--- src/rtl/w5500_pkg.sv ---
// Shared encodings for the W5500 task arbiter: phase/channel states,
// o_task_state codes and the W5500 transfer field widths.
package w5500_pkg;

    localparam int CMD_W  = 8;
    localparam int ADDR_W = 16;
    localparam int DAT_W  = 8;

    typedef enum logic [1:0] {
        P_INI = 2'd0,
        P_SNI = 2'd1,
        P_RUN = 2'd2
    } phase_t;

    typedef enum logic [1:0] {
        C_IDLE = 2'd0,
        C_BUSY = 2'd1,
        C_GAP  = 2'd2
    } chan_t;

    localparam logic [3:0] ST_GAP   = 4'd6;
    localparam logic [3:0] ST_ABORT = 4'd7;

    // Phase encoding is chosen so that {phase, busy} directly yields codes 0..5.
    function automatic logic [3:0] task_code(input phase_t ph, input chan_t ch, input logic abort);
        logic [3:0] code;
        if (abort)
            code = ST_ABORT;
        else if (ch == C_GAP)
            code = ST_GAP;
        else
            code = {1'b0, ph, (ch == C_BUSY)};
        return code;
    endfunction

endpackage

--- src/rtl/w5500_task_arb_rr_pick.sv ---
// Rotate-priority picker: returns the first requesting socket at or after rr,
// wrapping modulo NUM_SN (works for non-power-of-two socket counts).
module rr_pick #(
    parameter int NUM_SN = 2,
    parameter int IDX_W  = 1
) (
    input  logic [NUM_SN-1:0] req,
    input  logic [IDX_W-1:0]  rr,
    output logic              vld,
    output logic [IDX_W-1:0]  idx
);

    logic [NUM_SN-1:0][IDX_W-1:0] cand;

    genvar gi;
    generate
        for (gi = 0; gi < NUM_SN; gi++) begin : g_cand
            logic [IDX_W:0] sum;
            assign sum = {1'b0, rr} + (IDX_W+1)'(gi);
            assign cand[gi] = (sum >= (IDX_W+1)'(NUM_SN)) ? IDX_W'(sum - (IDX_W+1)'(NUM_SN))
                                                          : sum[IDX_W-1:0];
        end
    endgenerate

    // Walk offsets from farthest to nearest so the nearest requester wins.
    always_comb begin
        idx = '0;
        for (int i = NUM_SN - 1; i >= 0; i--) begin
            if (req[cand[i]])
                idx = cand[i];
        end
    end

    assign vld = |req;

endmodule

--- src/rtl/w5500_task_arb.sv ---
// Shares one W5500 SPI driver between the chip-init engine and NUM_SN socket engines,
// sequencing init -> socket init -> round-robin run. Optional watchdog: W5500_ARB_WDOG_EN.
module w5500_task_arb
    import w5500_pkg::*;
#(
    parameter int NUM_SN   = 2,
    parameter int LEN_W    = 16,
    parameter int WDOG_CYC = 65535
) (
    input  logic                     clk,
    input  logic                     rst_n,
    input  logic                     ini_vld,
    input  logic [CMD_W-1:0]         ini_cmd,
    input  logic [ADDR_W-1:0]        ini_addr,
    input  logic [DAT_W-1:0]         ini_dat,
    input  logic [LEN_W-1:0]         ini_len,
    input  logic                     ini_end,
    input  logic [NUM_SN-1:0]        sn_vld,
    input  logic [NUM_SN*CMD_W-1:0]  sn_cmd,
    input  logic [NUM_SN*ADDR_W-1:0] sn_addr,
    input  logic [NUM_SN*DAT_W-1:0]  sn_dat,
    input  logic [NUM_SN*LEN_W-1:0]  sn_len,
    input  logic [NUM_SN-1:0]        sn_ini_end,
    input  logic                     wic_end,
    output logic                     o_ini_vld,
    output logic [NUM_SN-1:0]        o_sn_vld,
    output logic                     o_wic_vld,
    output logic [CMD_W-1:0]         o_wic_cmd,
    output logic [ADDR_W-1:0]        o_wic_addr,
    output logic [DAT_W-1:0]         o_wic_dat,
    output logic [LEN_W-1:0]         o_wic_len,
    output logic [NUM_SN:0]          o_grant,
    output logic [NUM_SN:0]          o_done,
    output logic [3:0]               o_task_state,
    output logic                     o_timeout
);

    localparam int IDX_W = (NUM_SN > 1) ? $clog2(NUM_SN) : 1;
    localparam int GNT_W = NUM_SN + 1;

    phase_t             phase_reg, phase_next;
    chan_t              chan_reg, chan_next;
    logic [IDX_W-1:0]   idx_reg, idx_next, rr_reg, rr_next;
    logic [IDX_W-1:0]   pick_idx, sel_idx;
    logic               pick_vld, req_elig, end_pulse, wdog_hit;
    logic               adv_flag_reg, adv_flag_next;
    logic [GNT_W-1:0]   grant_reg, grant_next, done_reg, done_next;
    logic               wic_vld_reg, wic_vld_next, timeout_reg, timeout_next;
    logic               ini_en_reg, ini_en_next;
    logic [NUM_SN-1:0]  sn_en_reg, sn_en_next;
    logic [CMD_W-1:0]   cmd_reg, cmd_next;
    logic [ADDR_W-1:0]  addr_reg, addr_next;
    logic [DAT_W-1:0]   dat_reg, dat_next;
    logic [LEN_W-1:0]   len_reg, len_next;

    rr_pick #(.NUM_SN(NUM_SN), .IDX_W(IDX_W)) u_rr_pick (
        .req (sn_vld),
        .rr  (rr_reg),
        .vld (pick_vld),
        .idx (pick_idx)
    );

`ifdef W5500_ARB_WDOG_EN
    localparam int WDOG_W = $clog2(WDOG_CYC + 1);
    logic [WDOG_W-1:0] wdog_reg;

    // Counts completed busy cycles; holds 0 outside C_BUSY so each grant starts fresh.
    always_ff @(posedge clk or negedge rst_n) begin
        if (!rst_n)
            wdog_reg <= '0;
        else if (chan_reg == C_BUSY)
            wdog_reg <= wdog_reg + WDOG_W'(1);
        else
            wdog_reg <= '0;
    end

    assign wdog_hit = (chan_reg == C_BUSY) && (wdog_reg == WDOG_W'(WDOG_CYC - 1));
`else
    assign wdog_hit = 1'b0;
`endif

    always_comb begin
        phase_next    = phase_reg;
        chan_next     = chan_reg;
        idx_next      = idx_reg;
        rr_next       = rr_reg;
        adv_flag_next = adv_flag_reg;
        grant_next    = grant_reg;
        done_next     = '0;
        wic_vld_next  = 1'b0;
        timeout_next  = 1'b0;
        cmd_next      = cmd_reg;
        addr_next     = addr_reg;
        dat_next      = dat_reg;
        len_next      = len_reg;

        end_pulse = ((phase_reg == P_INI) && ini_end) ||
                    ((phase_reg == P_SNI) && sn_ini_end[idx_reg]);
        sel_idx   = (phase_reg == P_RUN) ? pick_idx : idx_reg;
        case (phase_reg)
            P_INI:   req_elig = ini_vld;
            P_SNI:   req_elig = sn_vld[idx_reg];
            default: req_elig = pick_vld;
        endcase

        case (chan_reg)
            C_IDLE: begin
                // A pending phase advance takes the idle cycle; no grant under the old phase.
                if (adv_flag_reg || end_pulse) begin
                    adv_flag_next = 1'b0;
                    if (phase_reg == P_INI) begin
                        phase_next = P_SNI;
                        idx_next   = '0;
                    end else if (phase_reg == P_SNI) begin
                        if (idx_reg == IDX_W'(NUM_SN - 1))
                            phase_next = P_RUN;
                        else
                            idx_next = idx_reg + IDX_W'(1);
                    end
                end else if (req_elig) begin
                    chan_next    = C_BUSY;
                    wic_vld_next = 1'b1;
                    if (phase_reg == P_INI) begin
                        grant_next = GNT_W'(1);
                        cmd_next   = ini_cmd;
                        addr_next  = ini_addr;
                        dat_next   = ini_dat;
                        len_next   = ini_len;
                    end else begin
                        grant_next = GNT_W'(2) << sel_idx;
                        cmd_next   = sn_cmd[sel_idx*CMD_W +: CMD_W];
                        addr_next  = sn_addr[sel_idx*ADDR_W +: ADDR_W];
                        dat_next   = sn_dat[sel_idx*DAT_W +: DAT_W];
                        len_next   = sn_len[sel_idx*LEN_W +: LEN_W];
                        if (phase_reg == P_RUN)
                            rr_next = (sel_idx == IDX_W'(NUM_SN - 1)) ? '0 : sel_idx + IDX_W'(1);
                    end
                end
            end
            C_BUSY: begin
                if (wic_end) begin
                    done_next  = grant_reg;
                    grant_next = '0;
                    chan_next  = C_GAP;
                end else if (wdog_hit) begin
                    timeout_next = 1'b1;
                    grant_next   = '0;
                    chan_next    = C_GAP;
                end
            end
            default: chan_next = C_IDLE;
        endcase

        if ((chan_reg != C_IDLE) && end_pulse)
            adv_flag_next = 1'b1;

        ini_en_next = (phase_next == P_INI);
        sn_en_next  = (phase_next == P_SNI) ? (NUM_SN'(1) << idx_next) : '0;
    end

    always_ff @(posedge clk or negedge rst_n) begin
        if (!rst_n) begin
            phase_reg    <= P_INI;
            chan_reg     <= C_IDLE;
            idx_reg      <= '0;
            rr_reg       <= '0;
            adv_flag_reg <= 1'b0;
            grant_reg    <= '0;
            done_reg     <= '0;
            wic_vld_reg  <= 1'b0;
            timeout_reg  <= 1'b0;
            ini_en_reg   <= 1'b0;
            sn_en_reg    <= '0;
            cmd_reg      <= '0;
            addr_reg     <= '0;
            dat_reg      <= '0;
            len_reg      <= '0;
        end else begin
            phase_reg    <= phase_next;
            chan_reg     <= chan_next;
            idx_reg      <= idx_next;
            rr_reg       <= rr_next;
            adv_flag_reg <= adv_flag_next;
            grant_reg    <= grant_next;
            done_reg     <= done_next;
            wic_vld_reg  <= wic_vld_next;
            timeout_reg  <= timeout_next;
            ini_en_reg   <= ini_en_next;
            sn_en_reg    <= sn_en_next;
            cmd_reg      <= cmd_next;
            addr_reg     <= addr_next;
            dat_reg      <= dat_next;
            len_reg      <= len_next;
        end
    end

    assign o_ini_vld    = ini_en_reg;
    assign o_sn_vld     = sn_en_reg;
    assign o_wic_vld    = wic_vld_reg;
    assign o_wic_cmd    = cmd_reg;
    assign o_wic_addr   = addr_reg;
    assign o_wic_dat    = dat_reg;
    assign o_wic_len    = len_reg;
    assign o_grant      = grant_reg;
    assign o_done       = done_reg;
    assign o_timeout    = timeout_reg;
    assign o_task_state = task_code(phase_reg, chan_reg, timeout_reg);

endmodule

--- config.mk ---
export PLATFORM = sky130hd
export DESIGN_NAME = w5500_task_arb
export DESIGN_NICKNAME = d
export VERILOG_FILES = /design/src/rtl/w5500_pkg.sv /design/src/rtl/w5500_task_arb_rr_pick.sv /design/src/rtl/w5500_task_arb.sv
export SDC_FILE = /design/constraint.sdc
export NUM_CORES = 1
export LEC_CHECK = 0
export BUFFER_PORTS_ARGS = -buffer_cell sky130_fd_sc_hd__buf_2
export CORE_ASPECT_RATIO = 2
export CORE_MARGIN = 5
export CORE_UTILIZATION = 35
export CTS_BUF_LIST = sky130_fd_sc_hd__clkbuf_8
export CTS_CLUSTER_SIZE = 20
export DETAILED_ROUTE_END_ITERATION = 10
export PLACE_DENSITY = 0.68
export SETUP_SLACK_MARGIN = 0.5
export SLEW_MARGIN = 10
export SYNTH_ARGS = -nofsm -noshare
export SYNTH_HDL_FRONTEND = slang
export SYNTH_SLANG_ARGS = --single-unit
--- constraint.sdc ---
create_clock -name clk -period 2 [get_ports clk]
set_input_delay 0.5 -clock clk [delete_from_list [all_inputs] [get_ports clk]]
set_output_delay 0.5 -clock clk [all_outputs]
set_load 0.01 [all_outputs]
# After elaboration in Yosys (flattened, before gate mapping)
# Index checks and enable logic that the tools add are counted.
[classes]
addsub = 5
eq_ne = 8
n_mul = 0
n_div = 0
mux = 48
bitwise_logic = 2
order_cmp = 5
n_shift = 6
reduce_logical = 18
[op_table]
columns = ["op", "count"]
rows = [
  ["$shiftx A32 B6 Y16", 2],
  ["$mux W16", 2],
  ["$shiftx A16 B5 Y8", 2],
  ["$mux W1", 25],
  ["$mux W3", 7],
  ["$mux W2", 9],
  ["$mux W8", 2],
  ["$reduce_bool A2 Y1", 4],
  ["$eq A2 B1 Y1 const B", 3],
  ["$logic_not A2 Y1", 3],
  ["$lt A1 B2 Y1 const B", 3],
  ["$ne A2 B2 Y1 const B", 3],
  ["$pmux W3 S2", 1],
  ["$reduce_and A3 Y1", 2],
  ["$reduce_and A5 Y1", 1],
  ["$eq A2 B2 Y1 const B", 2],
  ["$pmux W2 S2", 1],
  ["$reduce_and A4 Y1", 1],
  ["$logic_and A1 B1 Y1", 3],
  ["$shl A2 B1 Y3 const A", 1],
  ["$add A1 B1 Y1 const B", 2],
  ["$add A1 B1 Y2 const B", 1],
  ["$ge A1 B2 Y1 const B", 1],
  ["$ge A2 B2 Y1 const B", 1],
  ["7 further kinds", 10],
]
[totals]
n_memories = 0
input_bits = 153
reg_bits = 65
mem_bits_ro = 0
latch_bits = 0
ramBits = 0
output_inout_bits = 63
wordCells = 106

# Depth between registers and ports, before layout
# Gate-level depths: netlist (run 1).
[depth]
depth_word = 13
ltp_mapped = 8
mapped_depth_nobuf = 4

# Modules after synthesis
# Synthesis (run 1) repeated with hierarchy kept, for this count alone.
[unflattened]
cells_unflattened = 297
hier_area_um2 = 3384.5
[modules_own_cells]
columns = ["mod", "cells_each", "area_each_um2", "instances", "seq_area_each_um2"]
rows = [
  ["w5500_task_arb", 294, 3367.0, 1, 1626.6],
  ["rr_pick", 3, 17.5, 1, 0.0],
]

# Worst setup path before layout (run 1)
# Ideal clock, no wire load.
[synth_timing]
path_type = "register to register"
startpoint = "register phase_reg[1]"
endpoint = "register chan_reg[0]"
t_required_ns = 1.882
t_arrival_ns = 1.673
setup_ns = 0.118
period_less_slack_ns = 1.791
path_slack_ns = 0.209
path_stages_with_launch = 9
path_buffers = 4
cell_sequence = "dfrtp_1 buf_2 or3_1 o311a_1 clkbuf_1 and3_1 buf_6 buf_6 a21o_1"
[synth_between]
elab_chain_len = 6
word_cells_on_any_way = 10
classes_between = "eq/ne: 3; mux: 1; reduce/logical: 6"
[synth_lines]
columns = ["element", "line", "rtl"]
rows = [
  ["start, declared", "w5500_task_arb.sv:41", "phase_t phase_reg, phase_next;"],
  ["start signal, assigned", "w5500_task_arb.sv:179", "phase_reg <= phase_next;"],
  ["$eq A2 B1 Y1 or $logic_not A2 Y1 (tied branches)", "w5500_task_arb.sv:98, w5500_task_arb.sv:100, w5500_task_arb.sv:97", ""],
  ["$logic_and A1 B1 Y1, on equally long branches", "w5500_task_arb.sv:98, w5500_task_arb.sv:97", ""],
  ["$logic_or A1 B1 Y1", "w5500_task_arb.sv:97", "end_pulse = ((phase_reg == P_INI) && ini_end) ||"],
  ["$logic_or A1 B1 Y1", "w5500_task_arb.sv:109", "if (adv_flag_reg || end_pulse) begin"],
  ["$ne A2 B2 Y1 (no source line)", "n/a", ""],
  ["$reduce_and A3 Y1 (no source line) (*)", "n/a", ""],
  ["end signal, assigned", "w5500_task_arb.sv:180", "chan_reg <= chan_next;"],
  ["end, declared", "w5500_task_arb.sv:42", "chan_t chan_reg, chan_next;"],
]
# Mark *: on every way between the ends. The rest lies on a longest branch, timed or not.
# A chain may end at the register's enable or synchronous reset.

# Worst setup path after layout (run 1)
[layout_timing]
startpoint = "register phase_reg[1]"
endpoint = "register sn_en_reg[0] (netlist: o_sn_vld[0])"
[layout_between]
elab_chain_len = 8
word_cells_on_any_way = 18
classes_between = "eq/ne: 2; shift: 1; mux: 10; reduce/logical: 5"
[layout_lines]
columns = ["element", "line", "rtl"]
rows = [
  ["$eq A2 B1 Y1 or $logic_not A2 Y1 (tied branches)", "n/a", ""],
  ["$logic_and A1 B1 Y1, on equally long branches", "w5500_task_arb.sv:98, w5500_task_arb.sv:97", ""],
  ["$logic_or A1 B1 Y1", "w5500_task_arb.sv:97", ""],
  ["$logic_or A1 B1 Y1", "w5500_task_arb.sv:109", ""],
  ["$mux W2 or $mux W1 (tied branches)", "w5500_task_arb.sv:109", ""],
  ["$mux W2 or $mux W1 (tied branches)", "w5500_task_arb.sv:106", "case (chan_reg)"],
  ["$eq A2 B1 Y1 or $shl A1 B1 Y2 (tied branches)", "w5500_task_arb.sv:158", "sn_en_next = (phase_next == P_SNI) ? (NUM_SN'(1) << idx_next) : '0;"],
  ["$mux W2 (*)", "w5500_task_arb.sv:158", ""],
  ["named net sn_en_next[0]", "w5500_task_arb.sv:50", "logic [NUM_SN-1:0] sn_en_reg, sn_en_next;"],
  ["end signal, assigned", "w5500_task_arb.sv:189", "sn_en_reg <= sn_en_next;"],
  ["end, declared", "w5500_task_arb.sv:50", ""],
]
# The timed path passes the listed nets; every way through them passes the cells marked *.

==> results.toml, run 1 <==
[cts]
hold_bufs_inserted_after_cts = 0
cts_tree = "yes"
worst_skew_pair.late_latency_ns = 0.34
cts_htree_levels = 3
clk_path_buf_depth = 2
cts_made_buffers = 9
number_of_clock_sinks = 65
clkSlewWorstSetupHoldPaths_ns = 0.07
clockRootBuffer = "sky130_fd_sc_hd__clkbuf_8"

[yosys]
synth_seq_area_share_pct = 46.65
post_synth_main_area_contributors = "sky130_fd_sc_hd__dfrtp_1 47%, sky130_fd_sc_hd__a31oi_1 17%, sky130_fd_sc_hd__a22oi_1 10%"
synth_top_cell_area_share_pct = 46.65
mappedNetlistArea_um2 = 3487
primary_ff_master_synth = "sky130_fd_sc_hd__dfrtp_1"
post_synth.cell_area_avg_um2 = 9.554
yosys.cell_types.count = 34
post_syn_instances = 365
postSynth.asyncResetShare_pct = 100.0
yosys_warnings = 0
synth_area_leader_cell = "sky130_fd_sc_hd__dfrtp_1"
synth-edff-count = 0
postSynthRegisterBits = 65

[drt]
avgRoutedWirePerCell_um = 18.14
routed_via_density = 5.558
detail_route.drc_violations = 0
drt_iter0_drc = 250
routed_wl_um = 12900
final_antenna_net_count = 0
route.vias.total = 3952
drt-pass1-iter-count = 5

[critical_path]
path_buf_inv = 3
worstSetupStartpointType = "flip-flop"
critPathArrivalTime_ns = 2.05
cp-end-kind = "flip-flop"
max_stage_delay_ns = 0.47
path_delay_family = "simple AND/OR/NAND/NOR gates"
critPathKind = "reg2reg"
critical_path_cell_sequence = "buf_4 > nor2_4 > a221oi_4 > buf_4 > buf_4 > or4_1 > a21oi_2"
critical_path.most_common_cell = "sky130_fd_sc_hd__buf_4"
worst-endpoint-required_ns = 2.27
path_max_fanout = 7
critical_path.slowest_cell = "sky130_fd_sc_hd__dfrtp_2"

[placed_design]
place_area_um2 = 4751
finalWeightedCongestion = 0.8725
dpl_worst_slack_ns = -0.03064
hpwlAfterDp_um = 9421
dp.cells = 685
port_buffers = 213

[pwr]
p_per_area_nw_per_um2 = 1620
total_power_mw = 8.322
ir_worst_vdd_uv = 698.6
power_leakage_nw = 2.382

[cells_and_area]
most-common-layout-cells = "210 x sky130_fd_sc_hd__buf_2, 92 x sky130_fd_sc_hd__a31oi_1, 62 x sky130_fd_sc_hd__dfrtp_1"
final_core_utilization_pct = 52.61
area_overhead_of_the_layout_relative_to_synthesis_pct = 47.29
finalInstanceArea_um2 = 5136
n_antenna_cell = 0
post_route_cells_drive_above_1_share_pct = 50.09
commonest_non_fill_non_tap_cell_in_the_layout = "sky130_fd_sc_hd__buf_2"
num-nets-final = 728
number_of_standard_cells_in_the_layout_taps_in_and_fillers_out = 711

[timing]
maxSlewViolCount = 0
worst_hold_margin_ns = 0.1650
unrepaired_setup_endpoints_after_global_routing = "yes"
timing.final.hold_violations = 0
layout_worst_path_cycle_share_pct = 89.21
finalSetupViolCount = 0
layout_setup_ws_ns = 0.2158
max_freq_ghz = 0.5605
final_period_minus_worst_setup_slack_ns = 1.784
fin_worst_skew_ns = 0.007553
finalSetupTns_ns = 0

[floorplanning]
floorplan.die.height_um = 151.2
rows = 51
dieArea_um2 = 12180
design.portCount = 216
core_region_area_um2 = 9763
die-width_um = 80.58
floorplan.initialDensity_pct = 35.72

[grt]
grt.total_usage_pct = 21.44
grt_pass1_vias = 4189
antenna_violations_before_repair = 0
grt_pass1_wl_um = 20240
global_route.overflow_total = 0
grt_max_degree = 66

[outcome]
outcome = "complete, no violations"

[job]
maxCapViolCount = 0

[hold_path]
min-delay-path-class = "in2async"
[logic make-up (layout without fill, tap and decap cells)]
family	Yosys count	after routing	synth area share (%)
muxes	4	4	1.363
and+or+nand+nor	33	33	5.310
other	1	2	0.1075
buffers and inverters	55	268	8.504
DFF	65	65	46.65
AOI/OAI and AO/OA	207	207	38.07
[final cells by class]
class                   instances  area [µm²]
inverters                       4       15.01
multi-input cells             246        1697
repair buffers                249        1468
well taps                     132       165.2
flip-flops and latches         65        1630
clock inverters                 5       23.77
fillers                       913        4627
clock buffers                  10       137.6
[metal layers]
metal  global-route usage, %  part of all wire, %  up-vias
met5                       0                    0        -
met1                   22.48                   35     1906
met3                   3.452                  6.1       25
li1                        -                    -     1857
met2                   40.41                   56      164
met4                   10.07                  3.0        0
[synth_stat cells, types with 2 or more instances]
master,number
sky130_fd_sc_hd__nor2b_1,5
sky130_fd_sc_hd__o21ai_1,3
sky130_fd_sc_hd__inv_1,4
sky130_fd_sc_hd__mux2_2,2
sky130_fd_sc_hd__nand2b_1,5
sky130_fd_sc_hd__o31ai_1,3
sky130_fd_sc_hd__nand4_1,2
sky130_fd_sc_hd__nor3_1,3
sky130_fd_sc_hd__a22oi_1,48
sky130_fd_sc_hd__buf_4,8
sky130_fd_sc_hd__or4_1,2
sky130_fd_sc_hd__clkbuf_1,30
sky130_fd_sc_hd__nor2_1,4
sky130_fd_sc_hd__dfrtp_1,65
sky130_fd_sc_hd__nand2_1,5
sky130_fd_sc_hd__buf_2,6
sky130_fd_sc_hd__buf_6,7
sky130_fd_sc_hd__a21oi_1,2
sky130_fd_sc_hd__and3_1,4
sky130_fd_sc_hd__a31oi_1,96
sky130_fd_sc_hd__o21ai_0,48
[where the power goes]
group          internal [mW]  leakage (nW)  switching [mW]
combinational           2.21          1.53            2.82
sequential              1.96         0.755           0.375
clock                  0.463        0.0929           0.496
total                   4.63          2.38            3.69
[worst reg2reg max path: cells and delay by family, from the launching register on]
kind,cells,cell delay (ns)
DFF,1,0.47
buffers and inverters,3,0.50
and+or+nand+nor,2,0.52
AOI/OAI and AO/OA,2,0.22
[worst paths after layout]
kind / start / end / slack, ns / cells after the start
min reg2reg: rr_reg / rr_reg / 0.53 / 1
max reg2reg: phase_reg[1] / o_sn_vld[0] / 0.22 / 7
max in group asynchronous: rst_n / phase_reg[0] / 1.53 / 2
max: phase_reg[1] / o_sn_vld[0] / 0.22 / 7
min: rst_n / o_done[0] / 0.17 / 2
min in group clk: sn_dat[3] / o_wic_dat[3] / 0.42 / 3
[timing repair]
item / 4_1_cts / 5_1_grt
setup endpoints to repair: 64 / 64
gates resized for setup: 24 / 10
pin swaps: 1 / 1
buffers inserted: 9 / 2
Note: power is estimated with default switching activity, not from simulation.
==> inputs of run 2 (changes only) <==
Settings changed: SYNTH_HIERARCHICAL from default to 1.
==> results.toml, run 2 <==
[yosys]
postSynthRegisterBits = 65
post_synth_fa_ha_maj_area_fraction_pct = 0
primary_ff_master_synth = "sky130_fd_sc_hd__dfrtp_1"
synth_seq_area_share_pct = 48.06
leading_cell_type_by_number_of_instances_after_synthesis = "sky130_fd_sc_hd__dfrtp_1"
combinational_family_with_the_most_area_after_synthesis = "compound AO/OA/AOI/OAI gates"
yosys_warnings = 6
postSynth.asyncResetShare_pct = 100.0
mappedNetlistArea_um2 = 3384
synth.top_cells.by_count = "65 x sky130_fd_sc_hd__dfrtp_1, 54 x sky130_fd_sc_hd__inv_1, 52 x sky130_fd_sc_hd__mux2i_1, 48 x sky130_fd_sc_hd__a222oi_1"
synth_area_leader_cell = "sky130_fd_sc_hd__dfrtp_1"
synth-xor-area-share_pct = 0
yosys.cell_types.count = 35
synth-edff-count = 0
synthMuxAreaShare_pct = 16.16
post_synth_main_area_contributors = "sky130_fd_sc_hd__dfrtp_1 48%, sky130_fd_sc_hd__mux2i_1 15%, sky130_fd_sc_hd__a222oi_1 14%"
synth_compound_area_share_pct = 18.00
post_syn_instances = 297
post_synth.cell_area_avg_um2 = 11.40
synth_top_cell_area_share_pct = 48.06
synth_simple_gate_area_share_pct = 4.732

[drt]
route.vias.total = 3463
routed_via_density = 5.100
detail_route.drc_violations = 0
routed_wl_um = 12120
drt-pass1-iter-count = 10
final_antenna_net_count = 0
avgRoutedWirePerCell_um = 17.85
drt_iter0_drc = 302

[critical_path]
ff2ff_setup_slack_ns = 0.23
r2r_end = "o_wic_dat[6]"
path_buf_inv = 3
critical_path_cell_sequence = "or2_4 > o221a_4 > o211ai_4 > buf_12 > buf_12 > buf_16 > mux2i_2"
worstReg2RegStart = "phase_reg[0]"
critPathKind = "reg2reg"
critical_path.slowest_cell = "sky130_fd_sc_hd__dfrtp_2"
max_stage_delay_ns = 0.46
critical_path.most_common_cell = "sky130_fd_sc_hd__buf_12"
r2r.worst_path.cells = 7
worstSetupStartpointType = "flip-flop"
path_delay_family = "flip-flops"
path_max_fanout = 6
critPathArrivalTime_ns = 2.03
cp-end-kind = "flip-flop"
worst-endpoint-required_ns = 2.26

[timing]
final_period_minus_worst_setup_slack_ns = 1.770
finalSetupTns_ns = 0
layout_worst_path_cycle_share_pct = 88.50
timing.final.hold_violations = 0
fin_worst_skew_ns = 0.01273
unrepaired_setup_endpoints_after_global_routing = "yes"
finalSetupViolCount = 0
maxSlewViolCount = 0
max_freq_ghz = 0.5650

[cts]
hold_bufs_inserted_after_cts = 0
worst_skew_pair.late_latency_ns = 0.35
cts_htree_levels = 3
clk_path_buf_depth = 2
cts_made_buffers = 9
number_of_clock_sinks = 65
cts_tree = "yes"
clkSlewWorstSetupHoldPaths_ns = 0.08
clockRootBuffer = "sky130_fd_sc_hd__clkbuf_8"

[outcome]
outcome = "complete, no violations"

[grt]
grt_pass1_vias = 3567
grt_max_degree = 66
grt_pass1_wl_um = 17910
grt.total_usage_pct = 19.70
antenna_violations_before_repair = 0
global_route.overflow_total = 0

[floorplanning]
floorplan.die.height_um = 149.1
floorplan.initialDensity_pct = 35.83
design.portCount = 216
die-width_um = 79.54
dieArea_um2 = 11860
rows = 50
core_region_area_um2 = 9447

[placed_design]
dp.cells = 626
place_area_um2 = 4583
finalWeightedCongestion = 0.7895
port_buffers = 213
hpwlAfterDp_um = 8287

[pwr]
p_per_area_nw_per_um2 = 1772
ir_worst_vdd_uv = 854.9
power_leakage_nw = 3.038

[cells_and_area]
register_area_um2 = 1633
area_overhead_of_the_layout_relative_to_synthesis_pct = 61.15
finalInstanceArea_um2 = 5454
commonest_non_fill_non_tap_cell_in_the_layout = "sky130_fd_sc_hd__buf_2"
most-common-layout-cells = "211 x sky130_fd_sc_hd__buf_2, 60 x sky130_fd_sc_hd__dfrtp_1, 54 x sky130_fd_sc_hd__inv_1"
post_route_cells_drive_above_1_share_pct = 55.37
area_used_by_multi_input_combinational_logic_um2 = 1460
num-nets-final = 697
final.fill_count = 799
n_antenna_cell = 0
number_of_standard_cells_in_the_layout_taps_in_and_fillers_out = 679

[job]
maxCapViolCount = 0

[hold_path]
min-delay-path-class = "in2async"
-- run 2: cell count changes after synthesis, sizes merged, moves of 5 or more --
cell / before / now
a222oi: 0 / 48
o21ai: 51 / 5
buf: 21 / 16
a22oi: 48 / 0
mux2i: 1 / 52
a31oi: 96 / 0
nand2: 5 / 10
clkbuf: 30 / 10
inv: 4 / 56
-- run 2: power breakdown --
group	switching, mW	internal (mW)
clock	0.501	0.638
combinational	2.80	3.36
sequential	0.401	1.97
total	3.70	5.97
-- run 2: timing repair --
| action | CTS | global route |
|---|---|---|
| buffers inserted | 22 | 7 |
| cloned | 5 | 3 |
| resized for setup | 37 | 15 |
| pin swaps | 18 | 11 |
| setup endpoints to repair | 61 | 60 |
-- run 2: layout make-up --
cell class	count	share of cell area [%]
Multi-Input combinational cell	151	26.77
Clock buffer	11	2.776
Inverter	56	3.992
Timing Repair Buffer	261	32.55
Clock inverter	5	0.9865
Tap cell	130	2.982
Sequential cell	65	29.94
-- run 2: logic make-up after synthesis --
group / Yosys count
buffers and inverters: 82
flip-flops: 65
AO/OA/AOI/OAI: 64
multiplexers: 54
AND/OR/NAND/NOR: 31
other: 1
-- run 2: through the flow --
stage	util (%)	power, mW	setup slack (ns)	hold slack, ns
after CTS	55.64	9.227	0.2367	0.1507
after global routing	57.74	10.29	0.1486	0.1617
after global placement	48.52	6.603	0.08930	0.4719
final	57.74	9.666	0.2300	0.1454
after floorplan	-	5.440	0.3583	0.2044
after detailed placement	48.52	6.758	0.06871	0.4767
-- run 2: how the worst max path moves through the flow --
stage / startpoint / endpoint / slack [ns] / cells after the start
after floorplan: sn_vld[1] / o_grant[0] / 0.36 / 6
after global placement: sn_vld[1] / o_wic_addr[3] / 0.09 / 6
after detailed placement: sn_vld[1] / o_wic_dat[6] / 0.07 / 6
after CTS: phase_reg[0] / o_wic_dat[6] / 0.24 / 6
after global routing: phase_reg[0] / o_wic_dat[6] / 0.15 / 6
final: phase_reg[0] / o_wic_dat[6] / 0.23 / 7
-- run 2: routing by layer --
layer / part of all wire, % / GRT usage [%]
met1: 34 / 20.80
met2: 56 / 35.85
met3: 7.4 / 4.595
met4: 2.7 / 9.294
met5: 0 / 0
